`config.mk`:
```
export PLATFORM = sky130hd
export DESIGN_NAME = rob_commit
export DESIGN_NICKNAME = d
export VERILOG_FILES = /design/src/rtl/r2rv_pkg.sv /design/src/rtl/rob_commit.sv
export SDC_FILE = /design/constraint.sdc
export NUM_CORES = 1
export LEC_CHECK = 0
export CAP_MARGIN = 15
export CORE_MARGIN = 2
export CORE_UTILIZATION = 46
export CTS_CLUSTER_SIZE = 16
export DETAILED_ROUTE_END_ITERATION = 6
export GPL_TIMING_DRIVEN = 0
export PLACE_DENSITY = 0.66
export SETUP_SLACK_MARGIN = 0.15
export SYNTH_ARGS = -nofsm -noshare
export SYNTH_HDL_FRONTEND = slang
export SYNTH_SLANG_ARGS = --single-unit
```
`constraint.sdc`:
```
create_clock -name clk -period 9.7 [get_ports clk]
set_clock_uncertainty 0.15 [all_clocks]
set_input_delay 1.94 -clock clk [delete_from_list [all_inputs] [get_ports clk]]
set_output_delay 1.94 -clock clk [all_outputs]
set_load 0.005 [all_outputs]
```
`src/rtl/r2rv_pkg.sv`:
```
// r2rv_pkg
// Shared definitions for the decode/write-back slice of the core.
//   ROB_DEPTH   : default number of reorder-buffer entries (power of two)
//   XLEN        : datapath width
//   ROB_TW      : tag width derived from ROB_DEPTH
//   rob_tag_t   : tag handed back to decode on allocation
//   rob_entry_t : one retirement-buffer slot (valid, done, we, wa, data)
package r2rv_pkg;

   localparam int ROB_DEPTH = 8;
   localparam int XLEN      = 32;
   localparam int ROB_TW    = $clog2(ROB_DEPTH);

   typedef logic [ROB_TW-1:0] rob_tag_t;

   // The data field is XLEN wide, so rob_commit must be built with the
   // package XLEN for its entry storage to line up with cdb_data.
   typedef struct packed {
      logic            valid;
      logic            done;
      logic            we;
      logic [4:0]      wa;
      logic [XLEN-1:0] data;
   } rob_entry_t;

endpackage

```
`src/rtl/rob_commit.sv`:
```
// rob_commit
// In-order retirement buffer feeding the register-file write port.
// Decode allocates an entry per issued instruction and gets a tag back;
// results come back on the common data bus under that tag; completed
// entries retire strictly in allocation order, one per cycle, and drive
// the registered we3/wa3/wd3 write port.
//
// Ports:
//   clk          in   clock, rising edge
//   reset        in   asynchronous, active-low reset
//   alloc_valid  in   decode requests an entry
//   alloc_ready  out  an entry is free (does not look at a same-cycle commit)
//   alloc_we3    in   allocated instruction writes a register
//   alloc_wa3    in   destination register of the allocated instruction
//   alloc_tag    out  tag of the entry allocated this cycle (tail pointer)
//   cdb_valid    in   result broadcast valid
//   cdb_tag      in   tag of the broadcast result
//   cdb_data     in   broadcast result value
//   we3/wa3/wd3  out  registered register-file write port
//   empty        out  no valid entries
//   count        out  number of valid entries
//
// Build option: define ROB_CDB_BYPASS_EN to let a result aimed at the head
// entry retire in the same cycle it arrives.
module rob_commit
   import r2rv_pkg::rob_entry_t;
#(
   parameter int DEPTH = r2rv_pkg::ROB_DEPTH,
   parameter int XLEN  = r2rv_pkg::XLEN,
   parameter int TW    = $clog2(DEPTH)
)(
   input  logic            clk,
   input  logic            reset,
   input  logic            alloc_valid,
   output logic            alloc_ready,
   input  logic            alloc_we3,
   input  logic [4:0]      alloc_wa3,
   output logic [TW-1:0]   alloc_tag,
   input  logic            cdb_valid,
   input  logic [TW-1:0]   cdb_tag,
   input  logic [XLEN-1:0] cdb_data,
   output logic            we3,
   output logic [4:0]      wa3,
   output logic [XLEN-1:0] wd3,
   output logic            empty,
   output logic [TW:0]     count
);

   rob_entry_t      r_rob [DEPTH];
   logic [TW:0]     r_head;
   logic [TW:0]     r_tail;

   logic [TW-1:0]   w_headIdx;
   logic [TW-1:0]   w_tailIdx;
   logic            w_full;
   logic            w_alloc;
   logic            w_bypass;
   logic            w_commit;
   logic            w_cdbHit;
   rob_entry_t      w_headEntry;
   logic [XLEN-1:0] w_commitData;

   // Pointers carry an extra wrap bit so full and empty can be told apart
   // when the index bits match.
   assign w_headIdx   = r_head[TW-1:0];
   assign w_tailIdx   = r_tail[TW-1:0];
   assign w_full      = (w_headIdx == w_tailIdx) && (r_head[TW] != r_tail[TW]);
   assign alloc_ready = !w_full;
   assign alloc_tag   = w_tailIdx;
   assign w_alloc     = alloc_valid && !w_full;
   assign count       = r_tail - r_head;
   assign empty       = (count == '0);

   // Commit decision for the head entry. With the bypass build a result
   // addressed to a not-yet-done head retires straight from the bus, so the
   // entry never records it. A result for the slot being allocated this
   // cycle is dropped explicitly; that slot is free before the edge anyway.
   always_comb begin
      w_headEntry = r_rob[w_headIdx];
      w_bypass    = 1'b0;
`ifdef ROB_CDB_BYPASS_EN
      w_bypass    = w_headEntry.valid && !w_headEntry.done &&
                    cdb_valid && (cdb_tag == w_headIdx);
`endif
      w_commit     = (w_headEntry.valid && w_headEntry.done) || w_bypass;
      w_commitData = w_bypass ? cdb_data : w_headEntry.data;
      w_cdbHit     = cdb_valid && r_rob[cdb_tag].valid && !r_rob[cdb_tag].done &&
                     !(w_alloc && (cdb_tag == w_tailIdx)) && !w_bypass;
   end

   // Entry storage. Allocation, result capture and retirement touch
   // different slots whenever they coincide, so the order of the updates
   // below does not matter.
   always_ff @(posedge clk or negedge reset) begin
      if (!reset) begin
         for (int i = 0; i < DEPTH; i++) begin
            r_rob[i] <= '0;
         end
      end else begin
         if (w_cdbHit) begin
            r_rob[cdb_tag].done <= 1'b1;
            r_rob[cdb_tag].data <= cdb_data;
         end
         if (w_commit) begin
            r_rob[w_headIdx].valid <= 1'b0;
         end
         if (w_alloc) begin
            r_rob[w_tailIdx] <= '{valid: 1'b1, done: 1'b0, we: alloc_we3,
                                  wa: alloc_wa3, data: '0};
         end
      end
   end

   // Head/tail advance independently, so an allocate plus a commit in the
   // same cycle leaves count unchanged.
   always_ff @(posedge clk or negedge reset) begin
      if (!reset) begin
         r_head <= '0;
         r_tail <= '0;
      end else begin
         if (w_commit) begin
            r_head <= r_head + 1'b1;
         end
         if (w_alloc) begin
            r_tail <= r_tail + 1'b1;
         end
      end
   end

   // Registered write port. Writes to x0 retire silently; address and data
   // hold between commits so the register file sees stable values.
   always_ff @(posedge clk or negedge reset) begin
      if (!reset) begin
         we3 <= 1'b0;
         wa3 <= '0;
         wd3 <= '0;
      end else begin
         we3 <= w_commit && w_headEntry.we && (w_headEntry.wa != 5'd0);
         if (w_commit) begin
            wa3 <= w_headEntry.wa;
            wd3 <= w_commitData;
         end
      end
   end

endmodule

```
==> out/qor.csv <==
stage,metric,value,unit
status,status,"complete, no violations",
logic_synthesis,register area share after synthesis,52.2,%
detailed_routing,Routed Wire Length,66400,µm
die,number of cell rows,71,
timing,Slew @ Worst Pin,1.20,ns
finish,layout cells sized above 1,15.5,%
die,I/O pins,92,
finish,fin nets,1882,
detailed_routing,drt pass-1 iters,6,
detailed_routing,via count,15500,
detailed_routing,Vias/cell,6.52,
logic_synthesis,Post-synth EDFFs,0,
logic_synthesis,Yosys reg bits,366,
die,Die Wd,199,µm
setup_path,Max Fanout on Critical Path,10,
logic_synthesis,largest family of logic cells by synthesized area,simple AND/OR/NAND/NOR gates,
logic_synthesis,YS warnings,0,
clock_tree,Max clock buf depth,3,
clock_tree,hold-fix buffers at CTS,0,
clock_tree,Num Clock Sinks,366,
logic_synthesis,Most used DFF post-synth,dfrtp_1,
power_and_ir_drop,P_leak,8.36,nW
placed_design,PortBufs,56,
timing,min Tclk post-route,6.06,ns
global_routing,initial antenna violation count,3,
global_routing,Overall Global Routing Usage,34.3,%
clock_tree,post-CTS setup buffers,0,
power_and_ir_drop,Comb pwr share,42.7,%
logic_synthesis,Syn Std Cell Area,17500,µm²
power_and_ir_drop,Switching Share,40.0,%
logic_synthesis,Adder-Cell Fraction of Synth Area,0.471,%
setup_path,type of origin of the critical path,register,
global_routing,vias in the first global route,15100,
placed_design,Final GP Congestion,0.976,
logic_synthesis,Synth Area in Compound Gates,10.7,%
detailed_routing,Routed WL per cell,28.0,µm
setup_path,WP data arrival,3.97,ns
detailed_routing,ANT nets after route,0,
logic_synthesis,Async SR Flop Fraction,100,%
global_routing,largest net degree at the start of global routing,110,
power_and_ir_drop,switching pwr,3.07,mW
logic_synthesis,Post-Synth Simple-Gate Area,16.6,%
detailed_routing,DR iter-0 viols,2252,
die,chip height,199,µm
timing,count of final hold-check violations,0,
die,Die ar.,39700,µm²
global_routing,total global routing overflow,0,
power_and_ir_drop,part of the power in registers,36.2,%
logic_synthesis,xor/xnor share of the synthesized area,0.549,%
setup_path,reg2reg setup slack,4.62,ns
power_and_ir_drop,Total Power,7.66,mW
clock_tree,clock root buffer,clkbuf_16,
logic_synthesis,Unique masters post-synth,44,
setup_path,crit end category,output pin,
worst_hold_path,HP Class,register to register,
logic_synthesis,post-synth net total,1779,
finish,area grow syn2layout,15.2,%
power_and_ir_drop,Power Density,379,nW/µm²
run,MaxCap Viol Count,0,
setup_path,Setup CP Type,register to output pin,
timing,Final Cycle Share,62.5,%
power_and_ir_drop,P_int,4.60,mW
clock_tree,Clock Pin Slew Worst Setup and Hold Paths,0.06,ns
clock_tree,H-tree Lvls,2,
die,Initial Util,46.7,%
detailed_routing,# DRC,0,
timing,RSZ-0062 raised after global routing,no,
timing,TNS Setup,0,ns
clock_tree,latest clock arrival within the worst-skew pair,0.55,ns
logic_synthesis,Gate Count Post-Synth,1728,
placed_design,hpwl dp,46300,µm
timing,Rel. slew slack,19.7,%
logic_synthesis,Mean Syn Cell Area,10.2,µm²
power_and_ir_drop,VDD IR max,0.169,mV
logic_synthesis,mux share of post-synthesis cell area,14.5,%
setup_path,Worst Path Required,7.61,ns
die,core area,37600,µm²
global_routing,first-pass GRT wire length,98400,µm
finish,fillers,3365,
timing,setup violators final,0,
clock_tree,CTS Buf Count,40,
power_and_ir_drop,clock power share,21.1,%
clock_tree,PostCTS Resize Cnt,0,
clock_tree,CTS tree,done,
timing,FMAX,165,MHz
timing,max-slew violation count,0,
kinds of logic (layout without fill, tap and decap cells):
logic type                 after synthesis  after routing
other                                    0              3
DFF                                    366            366
xor gates and xnor gates                11             11
adders and majority gates                6              6
buffers and inverters                  202            331
muxes                                  147            147
and+or+nand+nor                        645            645
AOI/OAI and AO/OA                      351            351
metal layers:
metal / vias up / track usage [%] / routed length, µm
li1: 6289 / - / -
met1: 7725 / 46.8 / 25300
met2: 1198 / 49.7 / 28600
met3: 239 / 9.60 / 8450
met4: 4 / 18.4 / 4100
met5: - / 0 / 27
metrics by stage:
step	cells	util [%]	hold WS [ns]	setup slack [ns]	instance area (µm²)
after floorplan	1728	-	0.312	5.52	17500
final	2371	53.8	0.339	3.64	20200
after global routing	2368	53.8	0.365	3.49	20200
after CTS	2366	53.8	0.342	3.69	20200
after global placement	2295	49.9	0.326	-9.65	18700
after detailed placement	2298	50.1	0.335	4.28	18800
registers in the layout, indices dropped and copies added, names as in the netlist:
signal	cells
r_tail	4
we3	1
r_rob	320
r_head	4
wd3	32
wa3	5
power by group through the flow:
| stage | clock network (mW) | registers, mW | logic, mW |
|---|---|---|---|
| 6_report | 1.62 | 2.77 | 3.27 |
| 5_1_grt | 1.68 | 2.84 | 3.47 |
| 4_1_cts | 1.62 | 2.74 | 3.19 |
| 3_5_place_dp | 0 | 2.76 | 3.17 |
| 3_3_place_gp | 0 | 2.74 | 3.09 |
| 2_1_floorplan | 0 | 2.58 | 2.01 |
placed cells by master (no fill, tap or decap), drive strengths merged, types with 8 or more instances in the layout:
cell type      instances
inv                    9
nand4                 18
clkbuf               179
nor2                  44
o21ai                259
o21a                   8
clkdlybuf4s50         55
dfrtp                366
a31oi                 35
nand2                299
mux2i                 11
mux4                  80
a21oi                 38
mux2                  56
nor4                   8
buf                   77
nand3                246
critical path, stage by stage (launching register included):
cell and delay, ns:
dfrtp_1 0.46, buf_1 0.55, buf_2 0.54, buf_2 0.41, inv_1 0.13, ha_1 0.34, a21oi_1 0.17, xnor2_1 0.10
nor4_1 0.17, clkdlybuf4s50_1 0.54
worst paths after layout:
path,startpoint,endpoint,cells after the start
worst min register to register,r_head[3],r_head[3],1
worst min-delay path,r_head[3],r_head[3],1
min in group asynchronous,reset,r_rob[314],1
worst max-delay path,r_head[2],empty,9
max in group asynchronous,reset,r_rob[18],3
worst max register to register,r_head[2],r_rob[4],11
Yosys cell counts (4+ instances only):
library cell / count / share of area, %
buf_2: 50 / 1.4
nand2b_1: 4 / 0.14
nor4_1: 4 / 0.14
mux2_2: 56 / 3.6
xor2_1: 4 / 0.20
or3_1: 4 / 0.14
mux2i_1: 11 / 0.63
or2_2: 5 / 0.18
nor2b_1: 5 / 0.18
o21ai_1: 17 / 0.48
o21ai_0: 242 / 6.9
clkbuf_1: 119 / 2.5
nor2_1: 44 / 0.94
buf_1: 5 / 0.11
nand4_1: 18 / 0.64
inv_1: 8 / 0.17
dfrtp_1: 366 / 52
xnor2_1: 7 / 0.35
buf_4: 17 / 0.73
ha_1: 5 / 0.36
and2_1: 7 / 0.25
nand3_1: 246 / 7.0
nor4_2: 4 / 0.29
mux4_2: 80 / 10
a31oi_1: 35 / 1.2
o21a_1: 8 / 0.34
a21oi_1: 37 / 1.1
nand2_1: 299 / 6.4
final cells by class:
cell class                 count  area, µm²  area share (%)
inverter                       9       33.8           0.167
tap                          511        639            3.16
timing repair buffer          61        658            3.26
sequential                   366       9160            45.3
buffer                       193        853            4.22
multi-input combinational   1160       7500            37.1
antenna                        3       7.51          0.0371
clock inverter                11        180           0.891
clock buffer                  57       1190            5.87
Note: power is estimated with default switching activity, not from simulation.
